## src/rtl/sprite_pkg.sv

```systemverilog
// Shared types and widths for the sprite pixel output stage.
package sprite_pkg;

    localparam int unsigned SPR_PIX = 16;
    localparam int unsigned POS_W   = 9;
    localparam int unsigned SCL_W   = 4;
    localparam int unsigned COL_W   = 5;
    localparam int unsigned IDX_W   = 4;
    localparam int unsigned CLR_W   = 2 * SPR_PIX;

    typedef enum logic [1:0] {
        ST_IDLE  = 2'd0,
        ST_ARMED = 2'd1,
        ST_DRAW  = 2'd2,
        ST_DONE  = 2'd3
    } state_t;

    // palette[n] holds the colour for 2-bit pixel index n
    typedef logic [3:0][COL_W-1:0] palette_t;

    typedef struct packed {
        logic [POS_W-1:0] pos_x;
        logic [SCL_W-1:0] scl_x;
        logic             swp_x;
        palette_t         palette;
        logic [CLR_W-1:0] colors;
    } sprite_t;

endpackage

```

## src/rtl/sprite_pix_mux.sv

```systemverilog
// Combinational pixel select (optional mirror) and palette lookup.
// SPRITE_TRANSPARENCY_EN makes pixel index 0 transparent.
module sprite_pix_mux
    import sprite_pkg::*;
(
    input  logic [CLR_W-1:0] colors,
    input  palette_t         palette,
    input  logic             swp,
    input  logic [IDX_W-1:0] idx,
    output logic [COL_W-1:0] color_c,
    output logic             valid_c
);

    logic [IDX_W-1:0] sel;
    logic [1:0]       pal_idx;

    always_comb begin
        sel     = swp ? (IDX_W'(SPR_PIX - 1) - idx) : idx;
        pal_idx = colors[{sel, 1'b0} +: 2];
`ifdef SPRITE_TRANSPARENCY_EN
        valid_c = (pal_idx != 2'd0);
        color_c = valid_c ? palette[pal_idx] : '0;
`else
        valid_c = 1'b1;
        color_c = palette[pal_idx];
`endif
    end

endmodule

```

## src/rtl/sprite_pixel_out.sv

```systemverilog
// Sprite line pixel emitter: waits for the beam to reach posX, then emits 16 scaled pixels.
// Optional build macro: SPRITE_TRANSPARENCY_EN (index 0 transparent).
module sprite_pixel_out
    import sprite_pkg::*;
(
    input  logic             clk,
    input  logic             rst,
    input  logic             clr,
    input  logic             load,
    input  logic [POS_W-1:0] posX,
    input  logic [SCL_W-1:0] sclX,
    input  logic             swpX,
    input  logic [COL_W-1:0] bcolor1,
    input  logic [COL_W-1:0] bcolor2,
    input  logic [COL_W-1:0] bcolor3,
    input  logic [COL_W-1:0] bcolor4,
    input  logic [CLR_W-1:0] colors,
    input  logic [POS_W-1:0] hpos,
    input  logic             pix_en,
    output logic [COL_W-1:0] pix_color,
    output logic             pix_valid,
    output logic             busy
);

    state_t           state_q;
    state_t           state_d;
    sprite_t          spr_q;
    logic [IDX_W-1:0] idx_q;
    logic [IDX_W-1:0] idx_d;
    logic [SCL_W-1:0] rep_q;
    logic [SCL_W-1:0] rep_d;
    logic [COL_W-1:0] pix_color_d;
    logic             pix_valid_d;
    logic             emit;
    logic             start_hit;
    logic             last_pix;
    logic [COL_W-1:0] mux_color;
    logic             mux_valid;

    assign start_hit = pix_en && (hpos == spr_q.pos_x);
    assign last_pix  = (idx_q == IDX_W'(SPR_PIX - 1)) && (rep_q == spr_q.scl_x);

    // state register
    always_ff @(posedge clk or posedge rst) begin
        if (rst) begin
            state_q <= ST_IDLE;
        end else begin
            state_q <= state_d;
        end
    end

    // next state; load has priority over clr
    always_comb begin
        state_d = state_q;
        if (load) begin
            state_d = ST_ARMED;
        end else if (clr) begin
            state_d = ST_IDLE;
        end else begin
            case (state_q)
                ST_ARMED: if (start_hit) state_d = ST_DRAW;
                ST_DRAW:  if (pix_en && last_pix) state_d = ST_DONE;
                default:  state_d = state_q;
            endcase
        end
    end

    // counter advance and next output values
    always_comb begin
        idx_d       = idx_q;
        rep_d       = rep_q;
        emit        = 1'b0;
        pix_color_d = pix_color;
        pix_valid_d = pix_valid;
        if (load) begin
            idx_d = '0;
            rep_d = '0;
        end else if (!clr && pix_en) begin
            case (state_q)
                ST_ARMED: emit = start_hit;
                ST_DRAW: begin
                    if (!last_pix) begin
                        emit = 1'b1;
                        if (rep_q == spr_q.scl_x) begin
                            idx_d = idx_q + IDX_W'(1);
                            rep_d = '0;
                        end else begin
                            rep_d = rep_q + SCL_W'(1);
                        end
                    end
                end
                default: emit = 1'b0;
            endcase
        end
        if (state_d != ST_DRAW) begin
            pix_color_d = '0;
            pix_valid_d = 1'b0;
        end else if (emit) begin
            pix_color_d = mux_color;
            pix_valid_d = mux_valid;
        end
    end

    sprite_pix_mux u_mux (
        .colors  (spr_q.colors),
        .palette (spr_q.palette),
        .swp     (spr_q.swp_x),
        .idx     (idx_d),
        .color_c (mux_color),
        .valid_c (mux_valid)
    );

    // latched sprite fields, counters and registered outputs
    always_ff @(posedge clk or posedge rst) begin
        if (rst) begin
            spr_q     <= '0;
            idx_q     <= '0;
            rep_q     <= '0;
            pix_color <= '0;
            pix_valid <= 1'b0;
            busy      <= 1'b0;
        end else begin
            if (load) begin
                spr_q.pos_x   <= posX;
                spr_q.scl_x   <= sclX;
                spr_q.swp_x   <= swpX;
                spr_q.palette <= {bcolor4, bcolor3, bcolor2, bcolor1};
                spr_q.colors  <= colors;
            end
            idx_q     <= idx_d;
            rep_q     <= rep_d;
            pix_color <= pix_color_d;
            pix_valid <= pix_valid_d;
            busy      <= (state_d == ST_ARMED) || (state_d == ST_DRAW);
        end
    end

endmodule
```

## config.mk

```make
export PLATFORM = sky130hd
export DESIGN_NAME = sprite_pixel_out
export DESIGN_NICKNAME = d
export VERILOG_FILES = /design/src/rtl/sprite_pkg.sv /design/src/rtl/sprite_pix_mux.sv /design/src/rtl/sprite_pixel_out.sv
export SDC_FILE = /design/constraint.sdc
export NUM_CORES = 1
export LEC_CHECK = 0
export CELL_PAD_IN_SITES_DETAIL_PLACEMENT = 1
export CELL_PAD_IN_SITES_GLOBAL_PLACEMENT = 2
export CORE_ASPECT_RATIO = 1.75
export CORE_MARGIN = 2
export CORE_UTILIZATION = 34
export CTS_CLUSTER_SIZE = 8
export DETAILED_ROUTE_END_ITERATION = 8
export PLACE_DENSITY_LB_ADDON = 0.3
export SYNTH_ARGS = -nofsm -noshare
export SYNTH_HDL_FRONTEND = slang
export SYNTH_SLANG_ARGS = --single-unit
```

## constraint.sdc

```tcl
create_clock -name clk -period 4 [get_ports clk]
set_input_delay 0.4 -clock clk [delete_from_list [all_inputs] [get_ports clk]]
set_output_delay 0.4 -clock clk [all_outputs]
set_load 0.01 [all_outputs]
```

==> qor.yml <==
outcome: "finished clean"
layout_commonest_cell: "sky130_fd_sc_hd__clkdlybuf4s50_1"
timing.max_slew.rel_slack: 0.3931
num_rows: 55
worstHoldPathCells: 1
crit_type: "reg2reg"
route.detailed.wl_per_inst_um: 17.62
tritoncts_num_sinks: 83
num_vias: 3249
worst_ir_drop_vdd_uv: 200.0
yosys_most_used_dff: "sky130_fd_sc_hd__dfrtp_1"
drtIter0Drc: 70
synthDominantAreaCellType: "sky130_fd_sc_hd__dfrtp_1"
fin_area_um2: 5774
drt-vias-per-instance: 5.141
worst-path-buf-inv: 3
worstPathMaxFanout: 10
async_flop_share: 1.000
timing.critical_path.slowest_cell_delay_ns: 0.50
avgSynthCellArea_um2: 12.12
power-per-cell-area_nw_per_um2: 362.4
ys_seq_elements: 83
switching_power_uw: 550.4
detailedRoute.firstPassIterationCount: 4
p_int_mw: 1.542
cts.clk_slew.worst_paths_ns: 0.07
critical_path.cell_chain: "inv_1, ha_1, and3b_1, nand2_1, or4_4, and2_1, inv_6, mux4_2, or2_1, a32oi_1, a22o_1, buf_4, mux2i_1, o221ai_2"
crit_slowest_cell: "sky130_fd_sc_hd__mux4_2"
sequential_cell_area_um2: 2077
fraction_of_post_synthesis_cell_area_in_the_top_cell_type_by_area: 0.4708
cp-end-kind: "register"
grt-ovfl-total: 0
chipWidth_um: 90.11
switching_share: 0.2631
startpoint_type: "register"
finalSetupTns_ns: 0
finalSetupViolCount: 0
cts_post_setup_buffers_inserted: 0
mappedNetlistNets: 449
post_synth_xor_area_fraction: 0.03857
placeable_area_um2: 12800
fin_crit_sh: 0.9180
cts.repair.resized: 0
placed_cells_incl_taps: 616
synth.lib_cells_used.distinct: 54
die_area_um2: 13940
worst-slew-pin-transition_ns: 0.9104
clock_path_buffers: 2
hold_vio_cnt_final: 0
clock_power_share: 0.375
fillerInstances: 1397
netlist_top_cells_area: "sky130_fd_sc_hd__dfrtp_1 47%, sky130_fd_sc_hd__mux2_2 16%, sky130_fd_sc_hd__mux2i_1 5.4%"
synth_compound_area_frac: 0.08707
synth_area_in_simple_gates: 0.1174
start_util: 0.3447
cts_inserted_buffers: 9
gr-usage-all-layers: 0.1658
slew_violations: 0
p_seq_frac: 0.461
multi_input_area_um2: 2231
seq_area_frac_synth: 0.4708
buffer_ports.inserted: 86
combinationalPowerShare: 0.164
finalNetCount: 541
reg2reg_slack_ns: 0.33
skew_ns: 0.007124
drive_above_1_share: 0.2473
syn-cell-area_um2: 4412
critPathRequiredTime_ns: 4.22
dp.final_hpwl_um: 8559
gate_count_of_the_mapped_netlist: 364
first_pass_grt_wire_length_um: 18170
fin_cells: 632
postRouteWirelength_um: 11130
height_of_the_chip_um: 154.7
clock_tree.root_cell: "sky130_fd_sc_hd__clkbuf_16"
adder_and_majority_gate_portion_of_the_synthesized_area: 0.01418
finish.utilization: 0.4511
timing.final.crit_period_ns: 3.672
critical_path_data_arrival_time_ns: 3.89
synthesis_to_layout_area_growth_pct: 30.88
yosys-mux-area-fraction: 0.2484
r2r_cells: 14
synth_edf_count: 0
grt_start_max_net_pins: 51
r2r-end: "pix_color[1]$_DFFE_PP0P_"
worst_hold_path.endpoint: "spr_q[46]$_DFFE_PP0P_"
ant_nets: 0
number_of_antenna_diodes: 0
tritoncts: "yes"
mostFrequentLayoutCells: "85 x sky130_fd_sc_hd__clkdlybuf4s50_1, 83 x sky130_fd_sc_hd__dfrtp_1, 64 x sky130_fd_sc_hd__mux2_2, 24 x sky130_fd_sc_hd__mux2i_1, 17 x sky130_fd_sc_hd__nand2_1"
p_leak_nw: 2.337
setup_repair_after_global_routing_missed_its_margin: "false"
yosys_warnings: 0
fmax_ghz: 0.2723
grt_antenna_before_repair: 0
cts_hold_repair.buffers: 0
cap_violations: 0
number_of_global_route_vias_before_repair: 3558
place.gp.congestion: 0.8255
count_of_pins_on_the_block_boundary: 87
worst_r2r_startpoint: "state_q[0]$_DFF_PP0_"
crit_family: "simple AND/OR/NAND/NOR gates"
hold_path_startpoint: "spr_q[46]$_DFFE_PP0P_"
ctsHtreeMaxLevel: 3
drcViolationCount: 0
placement.cell_area_um2: 5499
min-delay-path-class: "reg2reg"
largest_family_of_logic_cells_by_synthesized_area: "multiplexers"
clk-insertion-delay-late_ns: 0.34
==> synth_stat cells (all sizes together), types with 2 or more instances <==
library cell and count:
buf 3, xnor2 15, nand3 12, nand2 17, clkbuf 13, o21a 2, and2 2, or2 2
a221oi 2, a22oi 4, inv 6, clkinv 2, o22ai 2, nand4 4, nor4 5, dfrtp 83
o2111ai 2, or4 2, a21oi 10, nor3 8, a211oi 2, mux2i 24, a31oi 2, nand2b 4
mux2 64, ha 5, a21o 2, nor2b 10, or3 2, o221ai 5, nor2 14, a32oi 2
o21ai 11, nand3b 4, mux4 6
==> power groups by stage <==
| stage | logic [mW] | clock network (mW) | registers [mW] |
|---|---|---|---|
| finish | 0.343 | 0.784 | 0.965 |
| global route | 0.376 | 0.847 | 0.976 |
| CTS | 0.352 | 0.812 | 0.967 |
| detailed placement | 0.350 | 0 | 0.983 |
| global placement | 0.338 | 0 | 0.979 |
| floorplan | 0.221 | 0 | 0.958 |
==> cell families after synthesis <==
group,Yosys count
adders and majority gates,5
DFF,83
buffers and inverters,24
muxes,94
AOI/OAI and AO/OA,52
xor gates and xnor gates,16
and+or+nand+nor,90
==> layout make-up <==
| cell class | count | area share |
|---|---|---|
| sequential | 83 | 0.3597 |
| timing repair buffer | 97 | 0.1629 |
| multi-input combinational | 257 | 0.3863 |
| tap | 171 | 0.03705 |
| clock inverter | 6 | 0.008017 |
| inverter | 8 | 0.006284 |
| clock buffer | 10 | 0.03965 |
==> through the flow <==
step                      hold WS (ns)  setup slack (ns)  power, mW
after floorplan                 0.4800            0.5124      1.180
after global placement          0.4935            0.1922      1.317
after detailed placement        0.4957           0.07137      1.332
after CTS                       0.5142            0.3074      2.131
after global routing            0.5393           0.07880      2.199
final                           0.5093            0.3280      2.092
==> registers in the layout, indices dropped and copies added (netlist names) <==
signal     count
spr_q         66
state_q        2
pix_color      5
busy           1
pix_valid      1
idx_q          4
rep_q          4
==> worst max-delay path by stage <==
stage                               from  cells past startpoint                  endpoint
finish              state_q[0]$_DFF_PP0_                     14  pix_color[1]$_DFFE_PP0P_
global route        state_q[0]$_DFF_PP0_                     14  pix_color[1]$_DFFE_PP0P_
CTS                 state_q[0]$_DFF_PP0_                     14  pix_color[0]$_DFFE_PP0P_
detailed placement                   clr                     13  pix_color[1]$_DFFE_PP0P_
global placement                     clr                     13  pix_color[2]$_DFFE_PP0P_
floorplan           state_q[0]$_DFF_PP0_                     15  pix_color[0]$_DFFE_PP0P_
==> layer usage <==
layer | global-route usage | vias up | share of wire
met5 | 0 | - | 0
met2 | 0.3222 | 63 | 0.58
met4 | 0.07033 | 0 | 0.021
met3 | 0.03020 | 19 | 0.029
li1 | - | 1529 | -
met1 | 0.1711 | 1638 | 0.37
(Power assumes the default switching activity.)
==> edit 1, RTL diff (same flow settings) <==
Register the output `pix_valid` once more; this adds one clock of latency there. The other outputs are not delayed to match.
--- a/src/rtl/sprite_pixel_out.sv
+++ b/src/rtl/sprite_pixel_out.sv
@@ -21,6 +21,8 @@
     output logic             pix_valid,
     output logic             busy
 );
+
+    logic pix_valid_s0;
 
     state_t           state_q;
     state_t           state_d;
@@ -71,7 +73,7 @@
         rep_d       = rep_q;
         emit        = 1'b0;
         pix_color_d = pix_color;
-        pix_valid_d = pix_valid;
+        pix_valid_d = pix_valid_s0;
         if (load) begin
             idx_d = '0;
             rep_d = '0;
@@ -117,7 +119,7 @@
             idx_q     <= '0;
             rep_q     <= '0;
             pix_color <= '0;
-            pix_valid <= 1'b0;
+            pix_valid_s0 <= 1'b0;
             busy      <= 1'b0;
         end else begin
             if (load) begin
@@ -130,9 +132,13 @@
             idx_q     <= idx_d;
             rep_q     <= rep_d;
             pix_color <= pix_color_d;
-            pix_valid <= pix_valid_d;
+            pix_valid_s0 <= pix_valid_d;
             busy      <= (state_d == ST_ARMED) || (state_d == ST_DRAW);
         end
     end
 
+    always_ff @(posedge clk) begin
+        pix_valid <= pix_valid_s0;
+    end
+
 endmodule
Behaviour: not the same (Yosys sat finds a counterexample within 4 cycles, from zero or initial values and one cycle with rst high).
==> edit 1 against the original RTL <==
Die area is 0.44% higher. Non-clock buffer count stayed put. Final area is 0.72% higher. Global-route usage is 0.39 points higher. Sequential power is 1% higher. Synthesized area is 0.45% higher. Critical path depth stayed put. Setup slack worse by 0.065 ns. Worst hold slack worse by 0.11 ns. Power is 3.2% higher. Sequential cell count is 1 higher. Final cell count stayed put. Routed wire length is 1.1% higher. Largest cell class unchanged.
==> edit 1: results <==
{
  "result_of_the_run": "complete, no violations",
  "detail_route.iter0.violations": 134,
  "hpwl_um": 8620,
  "power_frac_seq_pct": 45.2,
  "place_congestion": 0.842,
  "drt_pass1_iterations": 5,
  "dpl-instance-area_mm2": 0.00552,
  "fillers": 1400,
  "placed_cells": 617,
  "global_route_wire_length_before_repair_um": 18700,
  "reported_leakage_power_nw": 2.35,
  "timing.hold.ws_ns": 0.399,
  "m1WireLength_um": 4120,
  "route.detailed.vias_per_inst": 5.21,
  "postRouteWirelength_um": 11300,
  "met3RoutedLength_um": 345,
  "switching_share_pct": 25.3,
  "synth.top_cells.by_area": "sky130_fd_sc_hd__dfrtp_1 (47%), sky130_fd_sc_hd__mux2_2 (16%), sky130_fd_sc_hd__mux2i_1 (5.4%), sky130_fd_sc_hd__mux4_2 (3.0%), sky130_fd_sc_hd__xnor2_1 (2.2%)",
  "worstHoldEndpoint": "pix_valid",
  "yosysSeqAreaShare_pct": 47.3,
  "layout.nonclk_buf_share_pct": 16.2,
  "slew_headroom_pct": 37.9,
  "fraction_of_standard_cell_area_in_multi_input_logic_pct": 38.4,
  "post_synth.cell_area_avg_um2": 12.1,
  "clock_tree_area_fraction_pct": 5.10,
  "register_area_mm2": 0.00210,
  "fin_skew_ns": 0.00778,
  "track_usage_pct": 17.0,
  "synth_cell_types": 55
}
[edit 1: changes by cell type after synthesis]
cell	change
sky130_fd_sc_hd__dfxtp_1	+1
[edit 1: worst max-delay path, delay by kind of cell, from the launching register on]
kind / cells / cell delay, ns
simple gates: 5 / 1.24
mux: 2 / 0.78
compound gates: 3 / 0.51
buf+inv: 3 / 0.43
flops: 1 / 0.40
fa+ha+maj: 1 / 0.24
[edit 1: logic make-up after synthesis]
group / count (synthesis) / share of synthesized area, %
mux: 94 / 24.7
simple gates: 90 / 11.7
flops: 84 / 47.3
compound gates: 52 / 8.67
buf+inv: 24 / 2.34
xor+xnor: 16 / 3.84
fa+ha+maj: 5 / 1.41
[edit 1: routing by layer]
| metal | track usage, % | up-vias |
|---|---|---|
| met5 | 0 | - |
| met4 | 7.91 | 0 |
| met3 | 2.81 | 20 |
| met2 | 32.8 | 73 |
| met1 | 17.6 | 1667 |
| li1 | - | 1530 |
==> edit 2, RTL diff (same flow settings) <==
Without the edit above. Change the package constant `POS_W` from 9 to 10.
--- a/src/rtl/sprite_pkg.sv
+++ b/src/rtl/sprite_pkg.sv
@@ -2,7 +2,7 @@
 package sprite_pkg;
 
     localparam int unsigned SPR_PIX = 16;
-    localparam int unsigned POS_W   = 9;
+    localparam int unsigned POS_W   = 10;
     localparam int unsigned SCL_W   = 4;
     localparam int unsigned COL_W   = 5;
     localparam int unsigned IDX_W   = 4;
Interface: changed (resized hpos and posX); port bits go from 87 to 89. The function was not compared with the original's and may differ.
==> edit 2 against the original RTL <==
Synthesized area is 10% higher. Sequential cell count is 1 higher. Count of clock-buffer cells in the layout is 1 lower. Synthesized cell count is 22% higher. Clock skew is 0.0031 ns higher. Non-clock buffer count is 8 higher. Setup slack better by 0.27 ns. Final area is 8.4% higher. Routed wire length is 28% higher. Critical path depth is 3 lower. Global-route usage is 3.2 points higher. Power is 8.9% higher. Fmax is 7.9% higher. Largest power group unchanged. Highest routed layer unchanged.
==> edit 2: results <==
{
  "post_synth_xor_area_fraction_pct": 3.22,
  "cts.repair.resized": 0,
  "grt_antenna_before_repair": 0,
  "track_usage_pct": 19.8,
  "yosysSeqAreaShare_pct": 43.3,
  "post_route_cells_drive_above_1_share_pct": 23.4,
  "hpwl_um": 11200,
  "synth_fp_nets": 530,
  "worst_setup_hold_path_clk_slew_ns": 0.07,
  "timing.critical_path.slowest_stage_cell": "sky130_fd_sc_hd__and4_1",
  "worstPathMaxFanout": 11,
  "top_regs": "spr_q x67, pix_color x5",
  "worst_ir_drop_vdd_v": 0.000213,
  "place_worst_setup_slack_ns": 0.330,
  "global_route_wire_length_before_repair_um": 23200,
  "drt_pass1_iterations": 4,
  "postSynth.topFlopCell": "sky130_fd_sc_hd__dfrtp_1",
  "synth.top_cells.by_area": "sky130_fd_sc_hd__dfrtp_1 (43%), sky130_fd_sc_hd__mux2_2 (15%), sky130_fd_sc_hd__mux2i_1 (3.9%), sky130_fd_sc_hd__xnor2_1 (2.9%), sky130_fd_sc_hd__nand2_1 (2.6%)",
  "synth.mux.area_fraction_pct": 20.0,
  "route.detailed.vias_per_inst": 5.45,
  "tritoncts.num_buffers": 9,
  "place_congestion": 0.873,
  "timing.critical_path.arrival_ns": 3.60,
  "place.port_buffers": 88,
  "grt_start_max_net_pins": 60,
  "antenna_cells": 0,
  "detail_route.iter0.violations": 144,
  "critPathTopFamily": "compound AO/OA/AOI/OAI gates",
  "yosysWarnings": 0,
  "later_pin_clock_latency_in_the_skew_report_ns": 0.34,
  "switching_share_pct": 27.4,
  "ctsLongestPathBuffers": 2,
  "fin_nets": 621,
  "fin_skew_ns": 0.0102,
  "final_max_slew_viol_count": 0,
  "first_global_vias": 4268,
  "synthesized_area_fraction_occupied_by_ao_oa_aoi_and_oai_cells_pct": 15.2,
  "synth_commonest_cells": "sky130_fd_sc_hd__dfrtp_1 (84), sky130_fd_sc_hd__mux2_2 (64), sky130_fd_sc_hd__nand2_1 (34)",
  "worstMarginPinSlew_ns": 0.702,
  "synth-async-reset-ratio_pct": 100,
  "postRouteWirelength_um": 14300,
  "timing.critical_path.slowest_cell_delay_ns": 0.56,
  "synthAdderAreaFrac_pct": 1.29,
  "crit_path_start": "rep_q[2]",
  "reported_leakage_power_nw": 2.57,
  "result_of_the_run": "complete, no violations",
  "clock_tree.root_cell": "sky130_fd_sc_hd__clkbuf_16",
  "cts_setup_buffers": 0,
  "synth_cell_types": 75,
  "min-delay-path-class": "primary input to asynchronous set/reset pin"
}
==> edit 2: routing by layer <==
metal  up-vias  global-route usage (%)  wire length (um)
li1       1821                       -                 -
met1      1967                    21.6              5290
met2        83                    37.3              8160
met3        31                    2.83               357
met4         0                    8.30               465
met5         -                       0                 0
==> edit 2: logic make-up after synthesis <==
kind of cell               count (synthesis)
buffers and inverters                     39
and+or+nand+nor                          114
AOI/OAI and AO/OA                         98
xor gates and xnor gates                  17
DFF                                       84
adders and majority gates                  5
muxes                                     86
==> edit 2: cell type report <==
class                   count  area (um^2)
inverters                  14         56.3
clock inverters             7         92.6
repair buffers            105         1010
multi-input cells         320         2550
fillers                  1534         7650
clock buffers               9          225
flip-flops and latches     84         2100
well taps                 177          221
==> edit 2: through the flow <==
stage               instance area, um^2  power [mW]  hold WS [ns]  instances  utilization (%)
finish                             6260        2.28         0.397        716             45.0
global route                       6260        2.39         0.457        716             45.0
CTS                                6260        2.32         0.414        716             45.0
detailed placement                 5940        1.42         0.492        700             42.7
global placement                   5940        1.40         0.475        700             42.7
floorplan                          4850        1.26         0.475        443                -
==> edit 2: power groups by stage <==
stage / registers (mW) / clock network, mW / logic [mW]
6_report: 0.982 / 0.884 / 0.414
5_1_grt: 0.992 / 0.942 / 0.452
4_1_cts: 0.984 / 0.914 / 0.419
3_5_place_dp: 1.00 / 0 / 0.417
3_3_place_gp: 0.997 / 0 / 0.406
2_1_floorplan: 0.968 / 0 / 0.287
==> edit 2: worst reg2reg max path, stage by stage, from the launching register on <==
cell and delay, ns:
sky130_fd_sc_hd__dfrtp_1 0.44, sky130_fd_sc_hd__xnor2_1 0.24, sky130_fd_sc_hd__and4_1 0.56, sky130_fd_sc_hd__a31oi_1 0.17, sky130_fd_sc_hd__a211o_2 0.40, sky130_fd_sc_hd__inv_4 0.12, sky130_fd_sc_hd__xnor2_2 0.14, sky130_fd_sc_hd__mux4_2 0.33
sky130_fd_sc_hd__nor2b_4 0.14, sky130_fd_sc_hd__a211oi_2 0.30, sky130_fd_sc_hd__or3b_1 0.27, sky130_fd_sc_hd__o221ai_1 0.16
==> edit 2: worst paths after layout <==
check	to	slack [ns]	depth (start not counted)
setup reg to reg	pix_color[4]	0.60	11
setup / recovery	pix_color[4]	0.60	11
max in group asynchronous	spr_q[11]	2.73	3
min in group clk	pix_valid	0.50	1
hold / removal	spr_q[63]	0.40	2
hold reg to reg	pix_valid	0.50	1
